`src/rtl/clk_div_multi_if.sv`:
```
// Config write port for clk_div_multi: valid/ready handshake carrying a
// channel index and a new half-period value.
interface clk_div_multi_if #(
    parameter int NUM_CH    = 4,
    parameter int CNT_WIDTH = 32
);
    localparam int CH_W = (NUM_CH > 1) ? $clog2(NUM_CH) : 1;

    logic                 cfg_valid;
    logic                 cfg_ready;
    logic [CH_W-1:0]      cfg_ch;
    logic [CNT_WIDTH-1:0] cfg_half_period;

    modport master (
        output cfg_valid,
        output cfg_ch,
        output cfg_half_period,
        input  cfg_ready
    );

    modport slave (
        input  cfg_valid,
        input  cfg_ch,
        input  cfg_half_period,
        output cfg_ready
    );
endinterface

```
`src/rtl/clk_div_multi.sv`:
```
// Multi-channel programmable clock-enable divider: per-channel 50% square wave
// plus tick strobe. Optional CLK_DIV_EDGE_COUNT_EN adds saturating rising-edge counters.
module clk_div_multi #(
    parameter int          NUM_CH              = 4,
    parameter int          CNT_WIDTH           = 32,
    parameter int unsigned DEFAULT_HALF_PERIOD = 100000000
) (
    input  logic                 clk,
    input  logic                 reset,
    input  logic [NUM_CH-1:0]    ch_enable,
    input  logic                 sync_all,
    clk_div_multi_if.slave       cfg,
    output logic [NUM_CH-1:0]    clk_out,
    output logic [NUM_CH-1:0]    tick_out
`ifdef CLK_DIV_EDGE_COUNT_EN
    ,
    output logic [NUM_CH*16-1:0] edge_count
`endif
);

    localparam logic [CNT_WIDTH-1:0] DEF_HP = CNT_WIDTH'(DEFAULT_HALF_PERIOD);
    localparam logic [CNT_WIDTH-1:0] ONE    = CNT_WIDTH'(1);

    logic [CNT_WIDTH-1:0] cnt       [NUM_CH];
    logic [CNT_WIDTH-1:0] active_hp [NUM_CH];
    logic [CNT_WIDTH-1:0] pend_hp   [NUM_CH];
    logic [CNT_WIDTH-1:0] h_last    [NUM_CH];
    logic [NUM_CH-1:0]    pend_vld;
    logic [NUM_CH-1:0]    wr_sel;
    logic [NUM_CH-1:0]    wrap;
    logic                 cfg_ready_q;
    logic                 accept;

    assign cfg.cfg_ready = cfg_ready_q;

    // Out-of-range channel indices match no wr_sel bit, so such writes vanish.
    always_comb begin
        accept = cfg.cfg_valid && cfg_ready_q;
        wr_sel = '0;
        wrap   = '0;
        for (int i = 0; i < NUM_CH; i++) begin
            wr_sel[i] = accept && (32'(cfg.cfg_ch) == 32'(i));
            h_last[i] = (active_hp[i] == '0) ? '0 : active_hp[i] - ONE;
            wrap[i]   = ch_enable[i] && (cnt[i] == h_last[i]);
        end
    end

    always_ff @(posedge clk) begin
        if (reset) begin
            cfg_ready_q <= 1'b0;
            clk_out     <= '0;
            tick_out    <= '0;
            pend_vld    <= '0;
            for (int i = 0; i < NUM_CH; i++) begin
                cnt[i]       <= '0;
                active_hp[i] <= DEF_HP;
                pend_hp[i]   <= '0;
            end
`ifdef CLK_DIV_EDGE_COUNT_EN
            edge_count  <= '0;
`endif
        end else begin
            cfg_ready_q <= 1'b1;
            for (int i = 0; i < NUM_CH; i++) begin
                if (wr_sel[i]) begin
                    pend_hp[i]  <= cfg.cfg_half_period;
                    pend_vld[i] <= 1'b1;
                end
                // A write landing on the same cycle as a wrap or sync is used directly.
                if (sync_all || wrap[i]) begin
                    if (wr_sel[i]) begin
                        active_hp[i] <= cfg.cfg_half_period;
                    end else if (pend_vld[i]) begin
                        active_hp[i] <= pend_hp[i];
                    end
                    pend_vld[i] <= 1'b0;
                end

                if (sync_all) begin
                    cnt[i]      <= '0;
                    clk_out[i]  <= 1'b0;
                    tick_out[i] <= 1'b0;
                end else if (wrap[i]) begin
                    cnt[i]      <= '0;
                    clk_out[i]  <= ~clk_out[i];
                    tick_out[i] <= 1'b1;
                end else begin
                    if (ch_enable[i]) begin
                        cnt[i] <= cnt[i] + ONE;
                    end
                    tick_out[i] <= 1'b0;
                end

`ifdef CLK_DIV_EDGE_COUNT_EN
                if (sync_all) begin
                    edge_count[i*16 +: 16] <= '0;
                end else if (wrap[i] && !clk_out[i] && (edge_count[i*16 +: 16] != 16'hFFFF)) begin
                    edge_count[i*16 +: 16] <= edge_count[i*16 +: 16] + 16'd1;
                end
`endif
            end
        end
    end

endmodule

```
`src/flat_wrapper.sv`:
```
// flat-port wrapper written by rule: the top's interface ports become plain ports
module clk_div_multi_flat 
#(
    parameter int          NUM_CH              = 4,
    parameter int          CNT_WIDTH           = 32,
    parameter int unsigned DEFAULT_HALF_PERIOD = 100000000
)
  (clk, reset, ch_enable, sync_all, clk_out, tick_out, cfg_cfg_valid, cfg_cfg_ch, cfg_cfg_half_period, cfg_cfg_ready);
  clk_div_multi_if #(.NUM_CH(NUM_CH), .CNT_WIDTH(CNT_WIDTH)) cfg_i ();
  input  logic clk;
  input  logic reset;
  input  logic [NUM_CH-1:0] ch_enable;
  input  logic sync_all;
  output logic [NUM_CH-1:0] clk_out;
  output logic [NUM_CH-1:0] tick_out;
  input wire logic [$bits(cfg_i.cfg_valid)-1:0] cfg_cfg_valid;
  input wire logic [$bits(cfg_i.cfg_ch)-1:0] cfg_cfg_ch;
  input wire logic [$bits(cfg_i.cfg_half_period)-1:0] cfg_cfg_half_period;
  output wire logic [$bits(cfg_i.cfg_ready)-1:0] cfg_cfg_ready;
  assign cfg_i.cfg_valid = cfg_cfg_valid;
  assign cfg_i.cfg_ch = cfg_cfg_ch;
  assign cfg_i.cfg_half_period = cfg_cfg_half_period;
  assign cfg_cfg_ready = cfg_i.cfg_ready;
  clk_div_multi #(.NUM_CH(NUM_CH), .CNT_WIDTH(CNT_WIDTH), .DEFAULT_HALF_PERIOD(DEFAULT_HALF_PERIOD)) u_core (.clk(clk), .reset(reset), .ch_enable(ch_enable), .sync_all(sync_all), .cfg(cfg_i), .clk_out(clk_out), .tick_out(tick_out));
endmodule
```
`config.mk`:
```
export PLATFORM = sky130hd
export DESIGN_NAME = clk_div_multi_flat
export DESIGN_NICKNAME = d
export VERILOG_FILES = /design/src/rtl/clk_div_multi_if.sv /design/src/rtl/clk_div_multi.sv /design/src/flat_wrapper.sv
export SDC_FILE = /design/constraint.sdc
export NUM_CORES = 1
export LEC_CHECK = 0
export BUFFER_PORTS_ARGS = -buffer_cell sky130_fd_sc_hd__buf_2
export CAP_MARGIN = 20
export CORE_ASPECT_RATIO = 1.5
export CORE_MARGIN = 1.5
export CORE_UTILIZATION = 43
export CTS_CLUSTER_SIZE = 40
export DETAILED_ROUTE_END_ITERATION = 7
export MAX_ROUTING_LAYER = met4
export PLACE_DENSITY_LB_ADDON = 0.12
export SYNTH_ARGS = -nofsm -noshare
export SYNTH_HDL_FRONTEND = slang
export SYNTH_SLANG_ARGS = --single-unit
export TNS_END_PERCENT = 5
```
`constraint.sdc`:
```
create_clock -name clk -period 6.3 [get_ports clk]
set_input_delay 0 -clock clk [delete_from_list [all_inputs] [get_ports clk]]
set_output_delay 0 -clock clk [all_outputs]
set_load 0.1 [all_outputs]
```
Word level (Yosys, flattened, before mapping)
Memories as Yosys holds them, arrays and structs flattened.
Index checks and enable logic that the tools add are counted.
- memories: 3
- word-level logic and storage cells: 193
- output and inout port bits: 9
- memory bits (writable): 384
- register bits: 13
- bits of input ports: 42
- memories (name ; words ; bits a word ; read ports ; clocked after memory_dff ; write ports ; line ; source):
    u_core.active_hp ; 4 ; 32 ; 4 ; 0 ; 4 ; clk_div_multi.sv:25 ; logic [CNT_WIDTH-1:0] active_hp [NUM_CH];
    u_core.cnt ; 4 ; 32 ; 4 ; 0 ; 4 ; clk_div_multi.sv:24 ; logic [CNT_WIDTH-1:0] cnt [NUM_CH];
    u_core.pend_hp ; 4 ; 32 ; 4 ; 0 ; 4 ; clk_div_multi.sv:26 ; logic [CNT_WIDTH-1:0] pend_hp [NUM_CH];
- bitwise operators: 28
- multiplexer cells: 114
- eq/ne operators: 7
- reductions and logical operators: 23
- $add $sub $neg: 8
- operator list (operator ; count):
    $mux 32 ; 28
    $add 32x1->32 const B ; 4
    $eq 32x32->1 ; 4
    $logic_not 32->1 ; 4
    $sub 32x1->32 const B ; 4
    $mux 1 ; 86
    $or 1x1->1 ; 24
    $reduce_or 2->1 ; 5
    $logic_and 1x1->1 ; 9
    $eq 2x2->1 const B ; 2
    $logic_or 1x1->1 ; 4
    $not 1->1 ; 4
    $eq 2x1->1 const B ; 1
    $logic_not 2->1 ; 1

Depth between registers and ports, before layout
- word-level depth: 10
- mapped depth: 15
- depth with buffers taken out: 11

Least setup slack after synthesis
No wires, ideal clock.
- path type: register to register
- start: mem u_core.active_hp[1][4] (netlist: u_core.active_hp[0][36])
- end: mem u_core.active_hp[1][0] (netlist: u_core.active_hp[0][32]), enable pin
- library setup time: 0.466 ns
- data required time: 5.834 ns
- path slack: 0.039 ns
- clock period less this slack: 6.261 ns
- stages on the path, launching flop included: 11
- data arrival time: 5.796 ns
- cell sequence: edfxtp_1 > or4_1 > buf_2 > or3_4 > or4_1 > and2_0 > or4_4 > a31o_1 > or4_4 > o21a_4 > o21ai_0
- RTL lines (element ; line):
    start: declaration ; clk_div_multi.sv:25

==> results.py <==
metrics = {
    "synth": {
        "synth_top_area_share_pct": 46.5,
        "synth_fa_ha_area_share_pct": 0.404,
        "synth_area_um2": 24800,
        "yosys_warnings": 0,
        "synth_top_family_by_area": "simple AND/OR/NAND/NOR gates",
        "synth-main-ff-cell": "edfxtp_1",
        "synth_area_leaders": "edfxtp_1 47%, xnor2_1 4.6%, xor2_1 3.6%",
        "synth_compound_area_share_pct": 10.2,
        "synth_nets": 2554,
        "async_reset_ff_share_pct": 0,
        "yosys.area_share.simple_pct": 27.2,
        "synth_cells": 2504,
        "synth_top_cells_by_count": "384 x edfxtp_1, 229 x nor2_1, 147 x clkbuf_1",
        "yosysTopAreaCell": "edfxtp_1",
        "ys_ff_latch": 397,
        "ys_types": 96,
        "ys_seq_area_share_pct": 47.6,
        "synthXorXnorAreaFrac_pct": 8.68,
        "yosysMostFrequentCell": "edfxtp_1",
        "synth_edf_count": 384,
        "avgSynthCellArea_um2": 9.90,
        "synthMuxAreaShare_pct": 2.27,
    },
    "grt": {
        "grt_start_max_net_pins": 55,
        "grt_pass1_wl_um": 115000,
        "grt.overflow.total": 0,
        "grt_pass1_vias": 19200,
        "antenna_found_initial": 3,
        "track_usage_pct": 25.8,
    },
    "cts": {
        "cts.sinks": 397,
        "clockRootBuffer": "clkbuf_16",
        "cts_made_buffers": 41,
        "clk_pin_slew_ps": 60,
        "cts_tree": "built",
        "cts.path.max_buffers": 3,
        "h-tree-depth": 2,
        "cts_resized": 0,
        "clk_latency_ps": 570,
    },
    "setup_path": {
        "crit_type": "flip-flop to flip-flop",
        "critPathTopFamily": "simple AND/OR/NAND/NOR gates",
        "crit_path_frequent_cell": "buf_4",
        "critPathRequiredTime_ps": 6530,
        "path_max_fanout": 32,
        "cp_slowest_stage_delay_ps": 700,
        "crit_chain": "inv_1, ha_1, or4b_2, or4_1, nor3_2, buf_4, nor2_1, a221o_1, nor4_1, nand4_1, buf_4, nor4_1, o22a_1, buf_4",
        "worstPathArrival_ps": 5320,
        "worstSetupStartpointType": "flip-flop",
        "endpoint_kind": "flip-flop",
        "path_buf_inv": 4,
        "critPathSlowestCell": "or4b_2",
    },
    "placed_design": {
        "port_buffers": 50,
        "hpwl_um": 53900,
        "dpl.cell_count": 3189,
        "finalWeightedCongestion": 0.978,
    },
    "drt": {
        "drt-total-wl_um": 73600,
        "post-route-drc-count": 0,
        "route.top_layer_used": "met4",
        "drt-met1-wl_um": 29500,
        "wl_met2_um": 37200,
        "ant_nets": 0,
        "first_pass_iters": 6,
        "route.vias.total": 19700,
        "wl_per_cell_um": 22.3,
        "vias_per_cell": 5.95,
        "dr_wl_met3_um": 2650,
        "initialDrtViolationCount": 1387,
    },
    "die": {
        "num_rows": 107,
        "io_pins": 51,
        "core_um2": 56900,
        "initial_core_util_pct": 43.6,
        "die_area_um2": 59100,
        "die_y_um": 297,
        "chipWidth_um": 199,
    },
    "hold_path": {
        "hp-class": "input pin to flip-flop",
    },
    "layout": {
        "fin_util_pct": 48.4,
        "fillers": 5299,
        "final_cells": 3305,
        "ff_latch_area_um2": 11800,
        "finish.net_count": 2558,
        "syn2layout_area_growth_pct": 11.1,
        "layout-drive-gt1-share_pct": 9.41,
        "multi_input_area_um2": 12100,
    },
    "timing": {
        "holdWs_ps": 102,
        "final.min_clock_period_ps": 5090,
        "setup_viol": 0,
        "period_share_pct": 80.8,
        "hold_violations": 0,
        "finClkSkew_ps": 9.98,
        "slew_headroom_pct": 19.5,
        "finalSetupTns_ps": 0,
        "slew_violations": 0,
        "rsz0062_at_grt": "no",
        "fmax_mhz": 197,
        "tightest_slew_ps": 1200,
    },
    "power": {
        "powerDensity_nw_per_um2": 230,
        "ir_drop_v": 0.000366,
        "p_leak_nw": 9.30,
    },
    "flow_run": {
        "maxCapViolCount": 0,
    },
    "outcome": {
        "status": "finished, final reports clean",
    },
}
## cells by family after synthesis
family,Yosys count
simple gates,1204
flops,397
compound gates,375
xor+xnor,236
buf+inv,228
mux,56
fa+ha+maj,8
## placed cells by master (no fill, tap or decap), drive strengths merged, types with 13 or more instances in the layout
| cell type | Yosys | routed |
|---|---|---|
| nor3b | 14 | 14 |
| nor4 | 126 | 126 |
| nor3 | 139 | 139 |
| dfxtp | 13 | 13 |
| xnor2 | 129 | 129 |
| and4 | 14 | 14 |
| nor2 | 229 | 229 |
| or4 | 42 | 42 |
| nand2 | 129 | 129 |
| inv | 59 | 62 |
| o21ai | 73 | 73 |
| or3 | 47 | 47 |
| nand3b | 35 | 35 |
| a21oi | 106 | 106 |
| and2 | 76 | 76 |
| xor2 | 101 | 101 |
| mux2i | 54 | 54 |
| nand3 | 123 | 123 |
| a31oi | 13 | 13 |
| o22ai | 21 | 21 |
| buf | 22 | 93 |
| edfxtp | 384 | 384 |
| clkbuf | 147 | 49 |
| or2 | 19 | 19 |
| o31ai | 18 | 18 |
| and3 | 112 | 112 |
| dlygate4sd3 | 0 | 37 |
| o41ai | 14 | 14 |
| nand4 | 46 | 46 |
## registers in the layout, indices dropped and copies added (netlist names)
| register | flops |
|---|---|
| u_core.active_hp | 128 |
| u_core.cfg.cfg_ready | 1 |
| u_core.clk_out | 4 |
| u_core.cnt | 128 |
| u_core.pend_hp | 128 |
| u_core.pend_vld | 4 |
| u_core.tick_out | 4 |
## layout make-up
type,instances,share of cell area (%)
clock buffers,49,4.03
inverters,59,0.804
repair buffers,130,3.57
flip-flops and latches,397,42.8
clock inverters,25,1.23
diodes,3,0.0273
multi-input cells,1879,44.0
well taps,763,3.47
## through the flow
stage | area [um^2] | setup slack (ps) | power [mW]
6_report | 27500 | 1210 | 6.32
4_1_cts | 27500 | 1190 | 6.38
5_1_grt | 27500 | 861 | 6.53
3_3_place_gp | 25700 | 1270 | 3.67
2_1_floorplan | 24800 | 38.6 | 3.47
3_5_place_dp | 25700 | 1200 | 3.68
## layer usage
metal | vias to the layer above | GRT usage (%)
met3 | 180 | 2.87
met5 | - | -
met1 | 9531 | 30.3
li1 | 9465 | -
met2 | 502 | 43.0
met4 | 0 | 13.7
## timing repair
item / in CTS / in global routing
hold buffers: 37 / 0
endpoints found under the hold margin: 205 / 0
buffers inserted: 0 / 0
endpoints found under the setup margin: 0 / 0
## tightest hold or removal path, delay by kind of cell
family,cells,cell delay [ps]
simple gates,2,360
buf+inv,1,150
compound gates,1,110
## final timing paths
| kind | startpoint | to | slack (ps) | depth (start not counted) |
|---|---|---|---|---|
| worst max-delay path | u_core.active_hp[0][0] | u_core.active_hp[0][23] | 1210 | 14 |
| worst min-delay path | cfg_cfg_ch[0] | u_core.pend_vld[3] | 100 | 4 |
| worst max register to register | u_core.active_hp[0][0] | u_core.active_hp[0][23] | 1210 | 14 |
| worst min register to register | u_core.clk_out[3] | u_core.clk_out[3] | 490 | 2 |
## report_power, final
part | internal, mW | leakage, nW | switching [mW]
Combinational | 0.190 | 4.46 | 0.332
Clock | 1.59 | 0.704 | 1.09
Sequential | 3.00 | 4.14 | 0.130
Total | 4.77 | 9.30 | 1.55
Power figures use the tool's default switching activity.
